<file path="config.mk">
export PLATFORM = sky130hd
export DESIGN_NAME = alu_cmd_seq_flat
export DESIGN_NICKNAME = d
export VERILOG_FILES = /design/src/rtl/alu_pkg.sv /design/src/rtl/alu_cmd_seq_if.sv /design/src/rtl/alu_cmd_seq.sv /design/src/flat_wrapper.sv
export SDC_FILE = /design/constraint.sdc
export NUM_CORES = 1
export LEC_CHECK = 0
export CORE_UTILIZATION = 44
export DETAILED_ROUTE_END_ITERATION = 16
export GPL_TIMING_DRIVEN = 0
export PLACE_DENSITY = 0.78
export SETUP_SLACK_MARGIN = 0.5
export SLEW_MARGIN = 10
export SYNTH_ARGS = -nofsm -noshare
export SYNTH_HDL_FRONTEND = slang
export SYNTH_SLANG_ARGS = --single-unit
</file>
<file path="constraint.sdc">
create_clock -name clk -period 1.9 [get_ports clk]
set_input_delay 0.38 -clock clk [delete_from_list [all_inputs] [get_ports clk]]
set_output_delay 0.38 -clock clk [all_outputs]
set_load 0.01 [all_outputs]
</file>
<file path="src/rtl/alu_pkg.sv">
// Shared definitions for the calculator ALU command path: operand width,
// one-hot opcode constants, sequencer state type and the opcode legality check.
package alu_pkg;

    localparam int OPND_W = 4;

    typedef logic [OPND_W-1:0] opnd_t;

    localparam opnd_t OP_CLR = 4'b0000;
    localparam opnd_t OP_ADD = 4'b0001;
    localparam opnd_t OP_SUB = 4'b0010;
    localparam opnd_t OP_MUL = 4'b0100;
    localparam opnd_t OP_DIV = 4'b1000;

    typedef enum logic [1:0] {
        ST_IDLE  = 2'd0,
        ST_WRITE = 2'd1,
        ST_WAIT  = 2'd2,
        ST_DONE  = 2'd3
    } seq_state_e;

    // Clear (all zeros) or exactly one opcode bit set.
    function automatic logic op_is_legal(input opnd_t op);
        logic legal;
        legal = 1'b0;
        case (op)
            OP_CLR, OP_ADD, OP_SUB, OP_MUL, OP_DIV: legal = 1'b1;
            default:                                legal = 1'b0;
        endcase
        return legal;
    endfunction

endpackage

</file>
<file path="src/rtl/alu_cmd_seq_if.sv">
// Bundle of the request, result and ALU-side signals of the command sequencer.
// master = the sequencer itself, slave = front end plus ALU around it.
interface alu_cmd_seq_if;

    logic                        cmd_valid;
    logic                        cmd_ready;
    logic [alu_pkg::OPND_W-1:0]  cmd_a;
    logic [alu_pkg::OPND_W-1:0]  cmd_b;
    logic [alu_pkg::OPND_W-1:0]  cmd_op;

    logic                        res_valid;
    logic                        res_ready;
    logic [alu_pkg::OPND_W-1:0]  res_data;
    logic                        res_err;

    logic                        alu_sel;
    logic                        wr_enable;
    logic [alu_pkg::OPND_W-1:0]  first_nr;
    logic [alu_pkg::OPND_W-1:0]  second_nr;
    logic [alu_pkg::OPND_W-1:0]  operation;
    logic [alu_pkg::OPND_W-1:0]  result_uncoded;

    modport master (
        input  cmd_valid, cmd_a, cmd_b, cmd_op, res_ready, result_uncoded,
        output cmd_ready, res_valid, res_data, res_err,
               alu_sel, wr_enable, first_nr, second_nr, operation
    );

    modport slave (
        output cmd_valid, cmd_a, cmd_b, cmd_op, res_ready, result_uncoded,
        input  cmd_ready, res_valid, res_data, res_err,
               alu_sel, wr_enable, first_nr, second_nr, operation
    );

endinterface

</file>
<file path="src/rtl/alu_cmd_seq.sv">
// Command sequencer: accepts one ALU request, strobes the ALU, waits RESULT_LAT
// cycles and holds the result. Define ALU_CMD_SEQ_DIV0_CHK_EN to reject divide-by-zero.
module alu_cmd_seq
    import alu_pkg::*;
#(
    parameter int RESULT_LAT = 3
) (
    input  logic          clk,
    input  logic          rst,
    alu_cmd_seq_if.master bus
);

    localparam int CNT_W = 4;
    localparam logic [CNT_W-1:0] CNT_LOAD = CNT_W'(RESULT_LAT - 1);

    seq_state_e        state_q;
    logic [CNT_W-1:0]  cnt_q;
    logic              cmd_ready_q;
    logic              res_valid_q;
    logic              res_err_q;
    opnd_t             res_data_q;
    logic              alu_sel_q;
    logic              wr_enable_q;
    opnd_t             first_nr_q;
    opnd_t             second_nr_q;
    opnd_t             operation_q;

    logic cmd_fire;
    logic div0_reject;
    logic cmd_legal;

    // cmd_ready_q is only ever set while in IDLE, so it also qualifies the state.
    assign cmd_fire = bus.cmd_valid && cmd_ready_q;

`ifdef ALU_CMD_SEQ_DIV0_CHK_EN
    assign div0_reject = (bus.cmd_op == OP_DIV) && (bus.cmd_b == '0);
`else
    assign div0_reject = 1'b0;
`endif

    assign cmd_legal = op_is_legal(bus.cmd_op) && !div0_reject;

    always_ff @(posedge clk) begin
        if (rst) begin
            state_q     <= ST_IDLE;
            cnt_q       <= '0;
            cmd_ready_q <= 1'b0;
            res_valid_q <= 1'b0;
            res_err_q   <= 1'b0;
            res_data_q  <= '0;
            alu_sel_q   <= 1'b0;
            wr_enable_q <= 1'b0;
            first_nr_q  <= '0;
            second_nr_q <= '0;
            operation_q <= '0;
        end else begin
            case (state_q)
                ST_IDLE: begin
                    cmd_ready_q <= 1'b1;
                    if (cmd_fire) begin
                        cmd_ready_q <= 1'b0;
                        if (cmd_legal) begin
                            first_nr_q  <= bus.cmd_a;
                            second_nr_q <= bus.cmd_b;
                            operation_q <= bus.cmd_op;
                            alu_sel_q   <= 1'b1;
                            wr_enable_q <= 1'b1;
                            state_q     <= ST_WRITE;
                        end else begin
                            // Rejected: result is prepared now, res_valid follows from DONE.
                            res_err_q  <= 1'b1;
                            res_data_q <= '0;
                            state_q    <= ST_DONE;
                        end
                    end
                end

                ST_WRITE: begin
                    alu_sel_q   <= 1'b0;
                    wr_enable_q <= 1'b0;
                    cnt_q       <= CNT_LOAD;
                    state_q     <= ST_WAIT;
                end

                ST_WAIT: begin
                    if (cnt_q == '0) begin
                        res_data_q  <= bus.result_uncoded;
                        res_err_q   <= 1'b0;
                        res_valid_q <= 1'b1;
                        state_q     <= ST_DONE;
                    end else begin
                        cnt_q <= cnt_q - 1'b1;
                    end
                end

                ST_DONE: begin
                    if (!res_valid_q) begin
                        res_valid_q <= 1'b1;
                    end else if (bus.res_ready) begin
                        res_valid_q <= 1'b0;
                        cmd_ready_q <= 1'b1;
                        state_q     <= ST_IDLE;
                    end
                end

                default: begin
                    state_q <= ST_IDLE;
                end
            endcase
        end
    end

    assign bus.cmd_ready = cmd_ready_q;
    assign bus.res_valid = res_valid_q;
    assign bus.res_err   = res_err_q;
    assign bus.res_data  = res_data_q;
    assign bus.alu_sel   = alu_sel_q;
    assign bus.wr_enable = wr_enable_q;
    assign bus.first_nr  = first_nr_q;
    assign bus.second_nr = second_nr_q;
    assign bus.operation = operation_q;

endmodule

</file>
<file path="src/flat_wrapper.sv">
// flat-port wrapper written by rule: the top's interface ports become plain ports
module alu_cmd_seq_flat import alu_pkg::*;
#(
    parameter int RESULT_LAT = 3
)
  (clk, rst, bus_cmd_valid, bus_cmd_a, bus_cmd_b, bus_cmd_op, bus_res_ready, bus_result_uncoded, bus_cmd_ready, bus_res_valid, bus_res_data, bus_res_err, bus_alu_sel, bus_wr_enable, bus_first_nr, bus_second_nr, bus_operation);
  alu_cmd_seq_if bus_i ();
  input  logic clk;
  input  logic rst;
  input wire logic [$bits(bus_i.cmd_valid)-1:0] bus_cmd_valid;
  input wire logic [$bits(bus_i.cmd_a)-1:0] bus_cmd_a;
  input wire logic [$bits(bus_i.cmd_b)-1:0] bus_cmd_b;
  input wire logic [$bits(bus_i.cmd_op)-1:0] bus_cmd_op;
  input wire logic [$bits(bus_i.res_ready)-1:0] bus_res_ready;
  input wire logic [$bits(bus_i.result_uncoded)-1:0] bus_result_uncoded;
  output wire logic [$bits(bus_i.cmd_ready)-1:0] bus_cmd_ready;
  output wire logic [$bits(bus_i.res_valid)-1:0] bus_res_valid;
  output wire logic [$bits(bus_i.res_data)-1:0] bus_res_data;
  output wire logic [$bits(bus_i.res_err)-1:0] bus_res_err;
  output wire logic [$bits(bus_i.alu_sel)-1:0] bus_alu_sel;
  output wire logic [$bits(bus_i.wr_enable)-1:0] bus_wr_enable;
  output wire logic [$bits(bus_i.first_nr)-1:0] bus_first_nr;
  output wire logic [$bits(bus_i.second_nr)-1:0] bus_second_nr;
  output wire logic [$bits(bus_i.operation)-1:0] bus_operation;
  assign bus_i.cmd_valid = bus_cmd_valid;
  assign bus_i.cmd_a = bus_cmd_a;
  assign bus_i.cmd_b = bus_cmd_b;
  assign bus_i.cmd_op = bus_cmd_op;
  assign bus_i.res_ready = bus_res_ready;
  assign bus_i.result_uncoded = bus_result_uncoded;
  assign bus_cmd_ready = bus_i.cmd_ready;
  assign bus_res_valid = bus_i.res_valid;
  assign bus_res_data = bus_i.res_data;
  assign bus_res_err = bus_i.res_err;
  assign bus_alu_sel = bus_i.alu_sel;
  assign bus_wr_enable = bus_i.wr_enable;
  assign bus_first_nr = bus_i.first_nr;
  assign bus_second_nr = bus_i.second_nr;
  assign bus_operation = bus_i.operation;
  alu_cmd_seq #(.RESULT_LAT(RESULT_LAT)) u_core (.clk(clk), .rst(rst), .bus(bus_i));
endmodule
</file>
* Yosys cells after proc, flatten, opt, wreduce, memory -nomap -nowiden
Cells that the tools add are included.
** Cells by class
- $add $sub $neg :: 1
- Multiply operators :: 0
- Divide/modulo/power cells :: 0
- $lt $le $gt $ge :: 0
- Equality and inequality tests :: 14
- Shift operators :: 0
- Muxes and demuxes :: 28
- Bitwise operators :: 0
- Reduce and logical (&&, ||, !) cells :: 17
** Operator list (count)
- $mux W4 :: 4
- $pmux W4 S2 :: 2
- $mux W1 :: 12
- $mux W2 :: 5
- $reduce_bool A2 Y1 :: 5
- $reduce_and A3 Y1 :: 3
- $logic_not A4 Y1 :: 2
- $ne A2 B1 Y1 const B :: 4
- $pmux W1 S2 :: 4
- $pmux W2 S4 :: 1
- $reduce_and A4 Y1 :: 2
- $ne A2 B2 Y1 const B :: 3
- $reduce_or A5 Y1 :: 1
- $eq A2 B2 Y1 const B :: 2
- $eq A4 B1 Y1 const B :: 1
- $eq A4 B2 Y1 const B :: 1
- $eq A4 B3 Y1 const B :: 1
- $eq A4 B4 Y1 const B :: 1
- $reduce_and A2 Y1 :: 2
- $sub A4 B1 Y4 const B :: 1
- $eq A2 B1 Y1 const B :: 1
- $logic_not A2 Y1 :: 1
- $logic_and A1 B1 Y1 :: 1
** Storage, ports and cells
- Register bits after elaboration :: 26
- Latch bits :: 0
- RAM bits :: 0
- Memory bits (read-only) :: 0
- Logic and storage cells :: 70
- Memories kept :: 0

* Longest topological paths before layout
- Depth in word-level cells :: 6
- Depth in mapped cells :: 7

* Worst setup path before layout
No wires, ideal clock.
- Path kind :: reg2reg
- Start point :: register u_core.state_q[0]
- End point :: register u_core.first_nr_q[0], in the netlist u_core.bus.first_nr[0]
- Library setup time :: 0.128 ns
- Arrival time :: 1.553 ns
- Required time :: 1.772 ns
- Setup slack :: 0.220 ns
- Cell stages (with the launch flop) :: 8
- Path through :: dfxtp_1 inv_1 ha_1 and3_1 o21ai_1 buf_2 mux2i_1 nor2_1
** On the way
- Longest elaborated chain between the ends :: 2
** RTL lines
- from (decl) :: RTL line alu_cmd_seq.sv:16 : seq_state_e state_q;
- from (signal assigned) :: RTL line alu_cmd_seq.sv:45 : state_q <= ST_IDLE;
- from (signal assigned) :: RTL line alu_cmd_seq.sv:68 : state_q <= ST_WRITE;
- from (signal assigned) :: RTL line alu_cmd_seq.sv:73 : state_q <= ST_DONE;
- $logic_not A2 Y1 :: RTL line alu_cmd_seq.sv:57 : case (state_q)
- $reduce_and A3 Y1 (no line)
- to (signal assigned) :: RTL line alu_cmd_seq.sv:63 : first_nr_q <= bus.cmd_a;
- to (decl) :: RTL line alu_cmd_seq.sv:24 : opnd_t first_nr_q;
No other way between the ends.
A chain may end at the register's enable or synchronous reset.

* Worst setup path after layout
- Start point :: register u_core.cnt_q[0]
- End point :: register u_core.state_q[1]
** On the way
- Longest elaborated chain between the ends :: 3
** RTL lines
- from (decl) :: RTL line alu_cmd_seq.sv:17 : logic [CNT_W-1:0] cnt_q;
- from (signal assigned) :: RTL line alu_cmd_seq.sv:92 : cnt_q <= cnt_q - 1'b1;
- $logic_not A4 Y1 :: RTL line alu_cmd_seq.sv:86 : if (cnt_q == '0) begin
- $ne A2 B1 Y1 (no line)
- $reduce_and A4 Y1 (no line)
- to (signal assigned) :: RTL line alu_cmd_seq.sv:82 : state_q <= ST_WAIT;
- to (signal assigned) :: RTL line alu_cmd_seq.sv:90 : state_q <= ST_DONE;
- to (signal assigned) :: RTL line alu_cmd_seq.sv:102 : state_q <= ST_IDLE;
No other way between the ends.

==> flow_summary.yaml <==
timing:
  setup_viol: 0
  skew_ns: 0.00165
  tightestPinTransition_ns: 0.403
  finalCriticalPeriod_ns: 1.82
  max_freq_mhz: 548
  hold_viol: 0
  drv_slew: 0
  fin_hold_ws_ns: 0.458
  period_share: 0.960
  rsz0062_at_grt: "yes"
  slew_headroom: 0.731
clock_network:
  insertion_delay_ns: 0.33
  clkSinkCount: 26
  cts_buffer_depth: 2
  clk_pin_slew_ns: 0.14
  htree_levels: 1
  cts_buffers: 3
  cts_root_buffer: "clkbuf_4"
  tritoncts: "built"
critical_path:
  endpoint_kind: "flop"
  path_class: "reg2reg"
  cp-start-kind: "flop"
  worstPathRequired_ns: 2.16
  crit_arrival_ns: 2.08
  worstPathMaxFanout: 4
synth:
  yosys_most_used_dff: "dfxtp_1"
  yosys-top-cells-count: "26 x dfxtp_1, 20 x nor2_1, 9 x inv_1"
  syn_area_mm2: 0.00122
  synth_warnings: 0
  synth.top_cells.by_area: "dfxtp_1 43%, ha_1 7.2%, mux2i_1 6.6%, nor2_1 6.2%, a22o_1 2.9%"
  async_reset_ff_frac: 0
  ys_ff_latch: 26
  syn_nets: 159
  avgSynthCellArea_um2: 9.23
  synth_top_area_frac: 0.427
  synth.largest_area_cell: "dfxtp_1"
  synth_most_common_cell: "dfxtp_1"
  synth_enable_flop_cells: 0
  synth_cell_types: 36
  ys_seq_area_frac: 0.427
  synthCells: 132
global_routing:
  grt_antenna_before_repair: 0
  grt_pass1_vias: 1151
  grt_max_degree: 15
  grt_overflow_total: 0
  grt_pass1_wl_um: 5090
  grtUsageTotal: 0.235
detailed_routing:
  antenna_left: 0
  vias: 1306
  drc: 0
  drt_iter0_markers: 38
  wirelength_um: 3970
  dr.pass1.iters: 4
  wl_per_cell_um: 17.2
  viasPerCell: 5.65
place:
  dp_hpwl_um: 2120
  io_buffers: 40
  gp_congestion: 0.851
  placedInstanceArea_mm2: 0.00170
floorplan:
  fp.dieW_um: 54.6
  num_rows: 18
  die_y_um: 54.6
  start_util: 0.479
  io_pins: 41
  core_region_area_mm2: 0.00254
  die_area_mm2: 0.00298
hold_path:
  hp-class: "in2reg"
flow_run:
  maxCapViolations: 0
final_layout:
  fin_area_mm2: 0.00213
  syn_to_final_growth_pct: 74.7
  nets: 229
  drive_gt1_frac: 0.388
  diodes: 0
pwr:
  p_leak_nw: 0.972
  ir_worst_vdd_v: 0.00105
  powerDensity_mw_per_mm2: 1190
status:
  status: "finished clean"
==> registers in the layout (all words and copies together), names as in the netlist <==
register	count
u_core.bus.res_valid	1
u_core.bus.alu_sel	1
u_core.state_q	2
u_core.cnt_q	4
u_core.bus.res_err	1
u_core.bus.first_nr	4
u_core.bus.res_data	4
u_core.bus.cmd_ready	1
u_core.bus.second_nr	4
u_core.bus.operation	4
==> final timing paths <==
kind                                           from                                   end  slack, ns  cells after the start
setup / recovery       u_core.cnt_q[0]$_SDFFE_PP0P_        u_core.state_q[1]$_SDFFE_PP0P_       0.08                      7
hold / removal                        bus_cmd_op[0]  u_core.bus.operation[0]$_SDFFE_PP0P_       0.46                      2
setup reg to reg       u_core.cnt_q[0]$_SDFFE_PP0P_        u_core.state_q[1]$_SDFFE_PP0P_       0.08                      7
hold reg to reg   u_core.bus.res_valid$_SDFFE_PP0P_     u_core.bus.res_valid$_SDFFE_PP0P_       0.48                      2
==> critical path, cell delays in order, from the launching register on <==
cell and delay [ns]:
dfxtp_2 0.36, inv_2 0.07, ha_4 0.14, or3b_4 0.38, a222oi_1 0.37, buf_4 0.22
nor2_4 0.04, a211oi_2 0.18
==> where the power goes <==
group	switching [mW]	leakage (nW)	total, mW	internal [mW]
Combinational	0.736	0.736	1.51	0.775
Clock	0.171	0.0210	0.289	0.117
Sequential	0.0861	0.215	0.730	0.644
Total	0.993	0.972	2.53	1.54
==> routing by layer <==
layer / share of wire / vias to the layer above / track usage
met4: 0.019 / 0 / 0.0855
met1: 0.44 / 644 / 0.304
met3: 0.029 / 8 / 0.0361
met2: 0.51 / 36 / 0.390
met5: 0 / - / 0
li1: - / 618 / -
==> per-stage QoR <==
stage | power, mW | cells | util | setup WS (ns) | TNS, ns
2_1_floorplan | 1.25 | 132 | - | 0.269 | 0
3_3_place_gp | 1.48 | 202 | 0.666 | -0.162 | -2.14
3_5_place_dp | 1.52 | 202 | 0.666 | -0.225 | -2.47
4_1_cts | 2.04 | 219 | 0.737 | 0.228 | 0
5_1_grt | 2.64 | 231 | 0.837 | 0.0268 | 0
6_report | 2.53 | 231 | 0.837 | 0.0757 | 0
==> area by class of cell <==
| class | instances | area, um2 |
|---|---|---|
| inverters | 10 | 47.5 |
| multi-input cells | 90 | 838 |
| clock buffers | 4 | 36.3 |
| plain buffers | 6 | 55.1 |
| well taps | 30 | 37.5 |
| repair buffers | 65 | 579 |
| flip-flops and latches | 26 | 536 |
| fillers | 145 | 415 |
==> cell usage in the layout (no fill, tap or decap), types with 3 or more instances in the layout <==
cell,n
ha_4,3
clkdlybuf4s15_1,3
ha_1,4
nor2_1,17
dfxtp_2,6
o21ai_0,4
clkbuf_2,4
dfxtp_1,18
buf_6,9
mux2i_1,8
a22o_1,4
inv_1,5
a21oi_1,4
nand2_1,6
buf_4,19
dlygate4sd2_1,20
clkdlybuf4s50_1,13
clkbuf_4,4
==> what timing repair did <==
action | 4_1_cts | 5_1_grt
hold endpoints to repair | 0 | 0
pin swaps | 9 | 18
resized for setup | 53 | 47
setup endpoints to repair | 45 | 30
buffers inserted | 13 | 11
gates cloned | 0 | 1
hold buffers | 0 | 0
==> logic make-up after synthesis <==
group | after synthesis | share of synthesized area
and+or+nand+nor | 43 | 0.182
buffers and inverters | 16 | 0.0534
muxes | 8 | 0.0657
DFF | 26 | 0.427
adders and majority gates | 7 | 0.0719
AOI/OAI and AO/OA | 32 | 0.200
Power figures use the tool's default switching activity.
